### src/rtl/axi_lite_cmd_master_if.sv
// AXI4-Lite bus bundle shared by the UART bridge command master and its slaves.
interface axi4_lite_if #(
  parameter int ADDR_WIDTH = 32,
  parameter int DATA_WIDTH = 32
);
  logic [ADDR_WIDTH-1:0]   awaddr;
  logic [2:0]              awprot;
  logic                    awvalid;
  logic                    awready;
  logic [DATA_WIDTH-1:0]   wdata;
  logic [DATA_WIDTH/8-1:0] wstrb;
  logic                    wvalid;
  logic                    wready;
  logic [1:0]              bresp;
  logic                    bvalid;
  logic                    bready;
  logic [ADDR_WIDTH-1:0]   araddr;
  logic [2:0]              arprot;
  logic                    arvalid;
  logic                    arready;
  logic [DATA_WIDTH-1:0]   rdata;
  logic [1:0]              rresp;
  logic                    rvalid;
  logic                    rready;

  modport master (
    output awaddr, awprot, awvalid, input awready,
    output wdata, wstrb, wvalid, input wready,
    input bresp, bvalid, output bready,
    output araddr, arprot, arvalid, input arready,
    input rdata, rresp, rvalid, output rready
  );

  modport slave (
    input awaddr, awprot, awvalid, output awready,
    input wdata, wstrb, wvalid, output wready,
    output bresp, bvalid, input bready,
    input araddr, arprot, arvalid, output arready,
    output rdata, rresp, rvalid, input rready
  );
endinterface

### src/rtl/axi_lite_cmd_master.sv
// Turns one decoded UART bridge command into a single AXI4-Lite transaction with a
// per-transaction timeout, and hands data plus a status code back to the frame builder.
module axi_lite_cmd_master #(
  parameter int ADDR_WIDTH      = 32,
  parameter int DATA_WIDTH      = 32,
  parameter int DEFAULT_TIMEOUT = 4096
) (
  input  logic                    clk,
  input  logic                    rst,
  input  logic                    cmd_valid,
  output logic                    cmd_ready,
  input  logic                    cmd_write,
  input  logic [ADDR_WIDTH-1:0]   cmd_addr,
  input  logic [DATA_WIDTH-1:0]   cmd_wdata,
  input  logic [DATA_WIDTH/8-1:0] cmd_wstrb,
  output logic                    rsp_valid,
  input  logic                    rsp_ready,
  output logic [DATA_WIDTH-1:0]   rsp_rdata,
  output logic [7:0]              rsp_status,
  input  logic [7:0]              timeout_config,
  output logic                    busy,
  axi4_lite_if.master             axi
);
  localparam int STRB_WIDTH = DATA_WIDTH / 8;

  typedef enum logic [2:0] {IDLE, WR, WRESP, RD, RDATA, RESP} state_t;

  state_t                  state, state_n;
  logic [ADDR_WIDTH-1:0]   addr_q, addr_n;
  logic [DATA_WIDTH-1:0]   wdata_q, wdata_n;
  logic [STRB_WIDTH-1:0]   wstrb_q, wstrb_n;
  logic [15:0]             limit_q, limit_n;
  logic [15:0]             cnt_q, cnt_n;
  logic                    awvalid_q, awvalid_n, wvalid_q, wvalid_n, bready_q, bready_n;
  logic                    arvalid_q, arvalid_n, rready_q, rready_n;
  logic [DATA_WIDTH-1:0]   rdata_q, rdata_n;
  logic [7:0]              status_q, status_n;
  logic                    aw_hs, w_hs, expire, take_timeout;

  function automatic logic [7:0] map_resp(input logic [1:0] resp);
    case (resp)
      2'b00:   map_resp = 8'h00;
      2'b10:   map_resp = 8'h01;
      2'b11:   map_resp = 8'h02;
      default: map_resp = 8'h03;
    endcase
  endfunction

  assign cmd_ready   = (state == IDLE);
  assign busy        = (state != IDLE);
  assign rsp_valid   = (state == RESP);
  assign rsp_rdata   = rdata_q;
  assign rsp_status  = status_q;
  assign axi.awaddr  = addr_q;
  assign axi.araddr  = addr_q;
  assign axi.awprot  = 3'b000;
  assign axi.arprot  = 3'b000;
  assign axi.wdata   = wdata_q;
  assign axi.wstrb   = wstrb_q;
  assign axi.awvalid = awvalid_q;
  assign axi.wvalid  = wvalid_q;
  assign axi.bready  = bready_q;
  assign axi.arvalid = arvalid_q;
  assign axi.rready  = rready_q;

  assign aw_hs  = awvalid_q & axi.awready;
  assign w_hs   = wvalid_q & axi.wready;
  // One cycle early so the channel drops on the edge where the count reaches the limit.
  assign expire = ({1'b0, cnt_q} + 17'd1) >= {1'b0, limit_q};

  always_comb begin
    state_n      = state;
    addr_n       = addr_q;
    wdata_n      = wdata_q;
    wstrb_n      = wstrb_q;
    limit_n      = limit_q;
    cnt_n        = cnt_q;
    awvalid_n    = awvalid_q;
    wvalid_n     = wvalid_q;
    bready_n     = bready_q;
    arvalid_n    = arvalid_q;
    rready_n     = rready_q;
    rdata_n      = rdata_q;
    status_n     = status_q;
    take_timeout = 1'b0;
    case (state)
      IDLE: begin
        if (cmd_valid) begin
          addr_n  = cmd_addr;
          wdata_n = cmd_wdata;
          wstrb_n = cmd_wstrb;
          cnt_n   = 16'd0;
          limit_n = (timeout_config == 8'd0) ? 16'(DEFAULT_TIMEOUT) : {4'h0, timeout_config, 4'h0};
          if (cmd_write) begin
            state_n   = WR;
            awvalid_n = 1'b1;
            wvalid_n  = 1'b1;
          end else begin
            state_n   = RD;
            arvalid_n = 1'b1;
          end
        end
      end
      WR: begin
        cnt_n = cnt_q + 16'd1;
        if (aw_hs) awvalid_n = 1'b0;
        if (w_hs)  wvalid_n  = 1'b0;
        if ((!awvalid_q || aw_hs) && (!wvalid_q || w_hs)) begin
          state_n  = WRESP;
          bready_n = 1'b1;
        end else if (expire && !aw_hs && !w_hs) begin
          take_timeout = 1'b1;
        end
      end
      WRESP: begin
        cnt_n = cnt_q + 16'd1;
        if (axi.bvalid) begin
          bready_n = 1'b0;
          rdata_n  = '0;
          status_n = map_resp(axi.bresp);
          state_n  = RESP;
        end else if (expire) begin
          take_timeout = 1'b1;
        end
      end
      RD: begin
        cnt_n = cnt_q + 16'd1;
        if (axi.arready) begin
          arvalid_n = 1'b0;
          state_n   = RDATA;
        end else if (expire) begin
          take_timeout = 1'b1;
        end
      end
      RDATA: begin
        cnt_n    = cnt_q + 16'd1;
        rready_n = 1'b1;
        if (rready_q && axi.rvalid) begin
          rready_n = 1'b0;
          rdata_n  = axi.rdata;
          status_n = map_resp(axi.rresp);
          state_n  = RESP;
        end else if (expire) begin
          take_timeout = 1'b1;
        end
      end
      RESP: begin
        if (rsp_ready) state_n = IDLE;
      end
      default: state_n = IDLE;
    endcase
    if (take_timeout) begin
      awvalid_n = 1'b0;
      wvalid_n  = 1'b0;
      bready_n  = 1'b0;
      arvalid_n = 1'b0;
      rready_n  = 1'b0;
      rdata_n   = '0;
      status_n  = 8'h04;
      state_n   = RESP;
    end
  end

  always_ff @(posedge clk) begin
    if (rst) begin
      state     <= IDLE;
      addr_q    <= '0;
      wdata_q   <= '0;
      wstrb_q   <= '0;
      limit_q   <= '0;
      cnt_q     <= '0;
      awvalid_q <= 1'b0;
      wvalid_q  <= 1'b0;
      bready_q  <= 1'b0;
      arvalid_q <= 1'b0;
      rready_q  <= 1'b0;
      rdata_q   <= '0;
      status_q  <= '0;
    end else begin
      state     <= state_n;
      addr_q    <= addr_n;
      wdata_q   <= wdata_n;
      wstrb_q   <= wstrb_n;
      limit_q   <= limit_n;
      cnt_q     <= cnt_n;
      awvalid_q <= awvalid_n;
      wvalid_q  <= wvalid_n;
      bready_q  <= bready_n;
      arvalid_q <= arvalid_n;
      rready_q  <= rready_n;
      rdata_q   <= rdata_n;
      status_q  <= status_n;
    end
  end
endmodule

### src/flat_wrapper.sv
// flat-port wrapper written by rule: the top's interface ports become plain ports
module axi_lite_cmd_master_flat 
#(
  parameter int ADDR_WIDTH      = 32,
  parameter int DATA_WIDTH      = 32,
  parameter int DEFAULT_TIMEOUT = 4096
)
  (clk, rst, cmd_valid, cmd_ready, cmd_write, cmd_addr, cmd_wdata, cmd_wstrb, rsp_valid, rsp_ready, rsp_rdata, rsp_status, timeout_config, busy, axi_awaddr, axi_awprot, axi_awvalid, axi_awready, axi_wdata, axi_wstrb, axi_wvalid, axi_wready, axi_bresp, axi_bvalid, axi_bready, axi_araddr, axi_arprot, axi_arvalid, axi_arready, axi_rdata, axi_rresp, axi_rvalid, axi_rready);
  axi4_lite_if #(.ADDR_WIDTH(ADDR_WIDTH), .DATA_WIDTH(DATA_WIDTH)) axi_i ();
  input  logic clk;
  input  logic rst;
  input  logic cmd_valid;
  output logic cmd_ready;
  input  logic cmd_write;
  input  logic [ADDR_WIDTH-1:0] cmd_addr;
  input  logic [DATA_WIDTH-1:0] cmd_wdata;
  input  logic [DATA_WIDTH/8-1:0] cmd_wstrb;
  output logic rsp_valid;
  input  logic rsp_ready;
  output logic [DATA_WIDTH-1:0] rsp_rdata;
  output logic [7:0] rsp_status;
  input  logic [7:0] timeout_config;
  output logic busy;
  output wire logic [$bits(axi_i.awaddr)-1:0] axi_awaddr;
  output wire logic [$bits(axi_i.awprot)-1:0] axi_awprot;
  output wire logic [$bits(axi_i.awvalid)-1:0] axi_awvalid;
  input wire logic [$bits(axi_i.awready)-1:0] axi_awready;
  output wire logic [$bits(axi_i.wdata)-1:0] axi_wdata;
  output wire logic [$bits(axi_i.wstrb)-1:0] axi_wstrb;
  output wire logic [$bits(axi_i.wvalid)-1:0] axi_wvalid;
  input wire logic [$bits(axi_i.wready)-1:0] axi_wready;
  input wire logic [$bits(axi_i.bresp)-1:0] axi_bresp;
  input wire logic [$bits(axi_i.bvalid)-1:0] axi_bvalid;
  output wire logic [$bits(axi_i.bready)-1:0] axi_bready;
  output wire logic [$bits(axi_i.araddr)-1:0] axi_araddr;
  output wire logic [$bits(axi_i.arprot)-1:0] axi_arprot;
  output wire logic [$bits(axi_i.arvalid)-1:0] axi_arvalid;
  input wire logic [$bits(axi_i.arready)-1:0] axi_arready;
  input wire logic [$bits(axi_i.rdata)-1:0] axi_rdata;
  input wire logic [$bits(axi_i.rresp)-1:0] axi_rresp;
  input wire logic [$bits(axi_i.rvalid)-1:0] axi_rvalid;
  output wire logic [$bits(axi_i.rready)-1:0] axi_rready;
  assign axi_awaddr = axi_i.awaddr;
  assign axi_awprot = axi_i.awprot;
  assign axi_awvalid = axi_i.awvalid;
  assign axi_i.awready = axi_awready;
  assign axi_wdata = axi_i.wdata;
  assign axi_wstrb = axi_i.wstrb;
  assign axi_wvalid = axi_i.wvalid;
  assign axi_i.wready = axi_wready;
  assign axi_i.bresp = axi_bresp;
  assign axi_i.bvalid = axi_bvalid;
  assign axi_bready = axi_i.bready;
  assign axi_araddr = axi_i.araddr;
  assign axi_arprot = axi_i.arprot;
  assign axi_arvalid = axi_i.arvalid;
  assign axi_i.arready = axi_arready;
  assign axi_i.rdata = axi_rdata;
  assign axi_i.rresp = axi_rresp;
  assign axi_i.rvalid = axi_rvalid;
  assign axi_rready = axi_i.rready;
  axi_lite_cmd_master #(.ADDR_WIDTH(ADDR_WIDTH), .DATA_WIDTH(DATA_WIDTH), .DEFAULT_TIMEOUT(DEFAULT_TIMEOUT)) u_core (.clk(clk), .rst(rst), .cmd_valid(cmd_valid), .cmd_ready(cmd_ready), .cmd_write(cmd_write), .cmd_addr(cmd_addr), .cmd_wdata(cmd_wdata), .cmd_wstrb(cmd_wstrb), .rsp_valid(rsp_valid), .rsp_ready(rsp_ready), .rsp_rdata(rsp_rdata), .rsp_status(rsp_status), .timeout_config(timeout_config), .busy(busy), .axi(axi_i));
endmodule
### config.mk
export PLATFORM = sky130hd
export DESIGN_NAME = axi_lite_cmd_master_flat
export DESIGN_NICKNAME = d
export VERILOG_FILES = /design/src/rtl/axi_lite_cmd_master_if.sv /design/src/rtl/axi_lite_cmd_master.sv /design/src/flat_wrapper.sv
export SDC_FILE = /design/constraint.sdc
export NUM_CORES = 1
export LEC_CHECK = 0
export CORE_MARGIN = 2
export CORE_UTILIZATION = 43
export DETAILED_ROUTE_END_ITERATION = 10
export PLACE_DENSITY = 0.89
export RECOVER_POWER = 100
export SYNTH_ARGS = -nofsm -noshare
export SYNTH_HDL_FRONTEND = slang
export SYNTH_SLANG_ARGS = --single-unit
### constraint.sdc
create_clock -name clk -period 3.45 [get_ports clk]
set_input_delay 0.8625 -clock clk [delete_from_list [all_inputs] [get_ports clk]]
set_output_delay 0.8625 -clock clk [all_outputs]
set_load 0.005 [all_outputs]
==> flow_summary.toml <==
[outcome]
status = "completed"

[clocking]
htreeDepth = 4
postCtsSetupRepairBufs = 0
clock_latency_ns = 0.41
clockRootBuffer = "clkbuf_16"
cts.clk_slew.worst_paths_ns = 0.06
cts_sinks = 136
numCtsBuffers = 17
cts_tree = "yes"
clock_path_buffers = 2

[critical_path]
max_stage_delay_ns = 0.62
critPathTopFamily = "simple AND/OR/NAND/NOR gates"
path_max_fanout = 32
slowest_stage = "or4_4"
path_cells = "nand3_2 > nor4_2 > xor2_1 > ha_1 > and4_1 > nand2_1 > o211ai_1 > or4_4 > buf_12 > a2111oi_4"
regToRegSetupSlack_ns = 0.13
cp_num_buf_inv = 1
crit_arrival_ns = 3.61
worst_setup_path_end_kind = "flop"
start_kind = "flop"
required_ns = 3.74
worst-setup-path-type = "reg2reg"

[power_and_ir_drop]
clkPwrFrac = 0.286
peakVddDrop_mv = 0.361
power_frac_seq = 0.326
combPwrFrac = 0.388
switching_share = 0.365
totalPowerFinal_w = 0.00615
power.static_leakage_nw = 3.82
power.density_mw_per_mm2 = 635
p_sw_w = 0.00225
internal-power_w = 0.00390

[synthesis]
synth_top_family_by_area = "compound AO/OA/AOI/OAI gates"
synth_ff_type = "dfxtp_1"
yosysTopAreaCellShare = 0.414
yosysTopAreaCell = "dfxtp_1"
avgSynthCellArea_um2 = 8.52
ys_ff_latch = 136
netlist_area_mm2 = 0.00658
ys_warn_count = 0
synthAdderAreaFrac = 0.0285
synth-edff-count = 0
postSynth.asyncResetShare = 0
synthSimpleGateAreaFrac = 0.178
muxShareOfSynthArea = 0.00476
synthXorXnorAreaFrac = 0.0160
postSynthCellCount = 772
synth.distinct_cells = 59
yosysSeqAreaShare = 0.414
synth_area_leaders = "dfxtp_1 (41%), nand2_1 (9.8%), a2111oi_2 (8.4%), a21oi_1 (7.5%), buf_4 (5.3%)"
synth-compound-area-share = 0.251

[routing]
drt_pass1_iterations = 5
finalWirelength_mm = 19.4
wl_per_cell_um = 16.5
drc = 0
vias = 6349
via_per_inst = 5.38
first_iter_violations = 519
ant_nets = 0

[final_layout]
final_cell_mix = "nand2_1 (172), dlygate4sd3_1 (140), dfxtp_1 (136)"
num-fill-cells = 1192
nets = 1118
drive_gt1_frac = 0.103
final_common_cell = "nand2_1"
area.growth.synth_to_final_pct = 47.2
antenna_cells = 0

[global_route]
track_usage = 0.231
grt_start_max_net_pins = 131
antenna_found_initial = 0
grt_pass1_vias = 5983
grt_overflow_total = 0
grt_pass1_wl_mm = 30.4

[sta]
min_period_ns = 3.32
fin_skew_ns = 0.0111
hold_viol_final = 0
fmax_mhz = 301
slew_violations = 0
worst_slack_ns = 0.132
tightest_slew_ns = 1.19
fin_setup_tns_ns = 0
fin_crit_sh = 0.962
timing.hold.ws_ns = 0.449
slew_headroom = 0.205
setup_viol = 0

[run]
maxCapViolCount = 0

[die]
design.core.area_mm2 = 0.0151
ios = 276
die_area_mm2 = 0.0163
fp.dieH_um = 128
rows = 45
start_util = 0.436
die_w_um = 128

[placement]
port_buffers = 264
routabilityCongestion = 0.904
dp_hpwl_mm = 13.5
dpl_worst_slack_ns = 0.143

[hold_path]
hold_path_class = "reg2reg"
worst reg2reg max path, cell delays in order, from the launching register on:
cell,delay (ns)
dfxtp_1,0.47
nand3_2,0.19
nor4_2,0.36
xor2_1,0.24
ha_1,0.30
and4_1,0.18
nand2_1,0.07
o211ai_1,0.13
or4_4,0.62
buf_12,0.22
a2111oi_4,0.44
sequential cells by signal, summed over array words and instances (netlist names), 3 cells and up:
signal and count:
u_core.cnt_q 16, u_core.axi.wdata 32, u_core.rsp_status 3, u_core.state 3, u_core.axi.wstrb 4, u_core.rsp_rdata 32, u_core.axi.araddr 32, u_core.limit_q 9
cell usage after synthesis (all sizes together), types with 2 or more instances:
cell / instances
a21oi: 98
xnor2: 4
buf: 68
ha: 15
or2: 2
o21bai: 2
o211ai: 3
nand3: 12
nor2: 28
mux2i: 2
a211oi: 6
inv: 22
nand4: 5
xor2: 8
o21ai: 12
a2111oi: 38
a22oi: 42
nand2: 172
dfxtp: 136
o22ai: 4
a21o: 2
a211o: 2
nor3: 11
and2: 4
or3: 3
nand3b: 3
nor4: 8
clkbuf: 35
nand2b: 3
nor2b: 4
final timing paths:
path,from,endpoint,cells after the start
setup / recovery,u_core.cnt_q[3],u_core.rsp_rdata[13],10
hold / removal,u_core.axi.wdata[5],u_core.axi.wdata[5],2
setup reg to reg,u_core.cnt_q[3],u_core.rsp_rdata[13],10
hold reg to reg,u_core.axi.wdata[5],u_core.axi.wdata[5],2
metrics by stage:
step / cells / cell area (um2) / util
2_1_floorplan: 782 / 6620 / -
3_3_place_gp: 1150 / 9100 / 0.603
3_5_place_dp: 1150 / 9100 / 0.603
4_1_cts: 1180 / 9670 / 0.641
5_1_grt: 1180 / 9680 / 0.642
6_report: 1180 / 9680 / 0.642
cell type report:
cell class / instances / area, um2 / area share
clock inverters: 11 / 124 / 0.0128
inverters: 22 / 82.6 / 0.00853
multi-input cells: 521 / 3240 / 0.335
repair buffers: 283 / 2830 / 0.293
flip-flops and latches: 136 / 2720 / 0.281
clock buffers: 19 / 443 / 0.0457
well taps: 188 / 235 / 0.0243
routing by layer:
metal,wire length [um],share of wire,vias to the layer above,GRT usage
met5,0,0,-,0
met4,518,0.027,0,0.0866
met3,1060,0.055,38,0.0522
met2,10000,0.52,245,0.409
met1,7810,0.40,2984,0.274
li1,-,-,3082,-
kinds of logic (layout without fill, tap and decap cells):
kind of cell	count (synthesis)	count (layout)
fa+ha+maj	15	15
xor+xnor	12	12
other cells	1	11
mux	3	3
compound gates	218	218
simple gates	262	262
flops	136	136
buf+inv	125	335
power groups by stage:
stage | combinational (W) | sequential [W] | clock, W
after floorplan | 0.00150 | 0.00201 | 0
after global placement | 0.00243 | 0.00203 | 0
after detailed placement | 0.00248 | 0.00205 | 0
after CTS | 0.00250 | 0.00201 | 0.00179
after global routing | 0.00261 | 0.00204 | 0.00186
final | 0.00239 | 0.00200 | 0.00176
what timing repair did:
| action | 4_1_cts | 5_1_grt |
|---|---|---|
| hold buffers | 0 | 0 |
| endpoints found under the setup margin | 0 | 35 |
| resized for setup | 0 | 4 |
(Power assumes the default switching activity.)
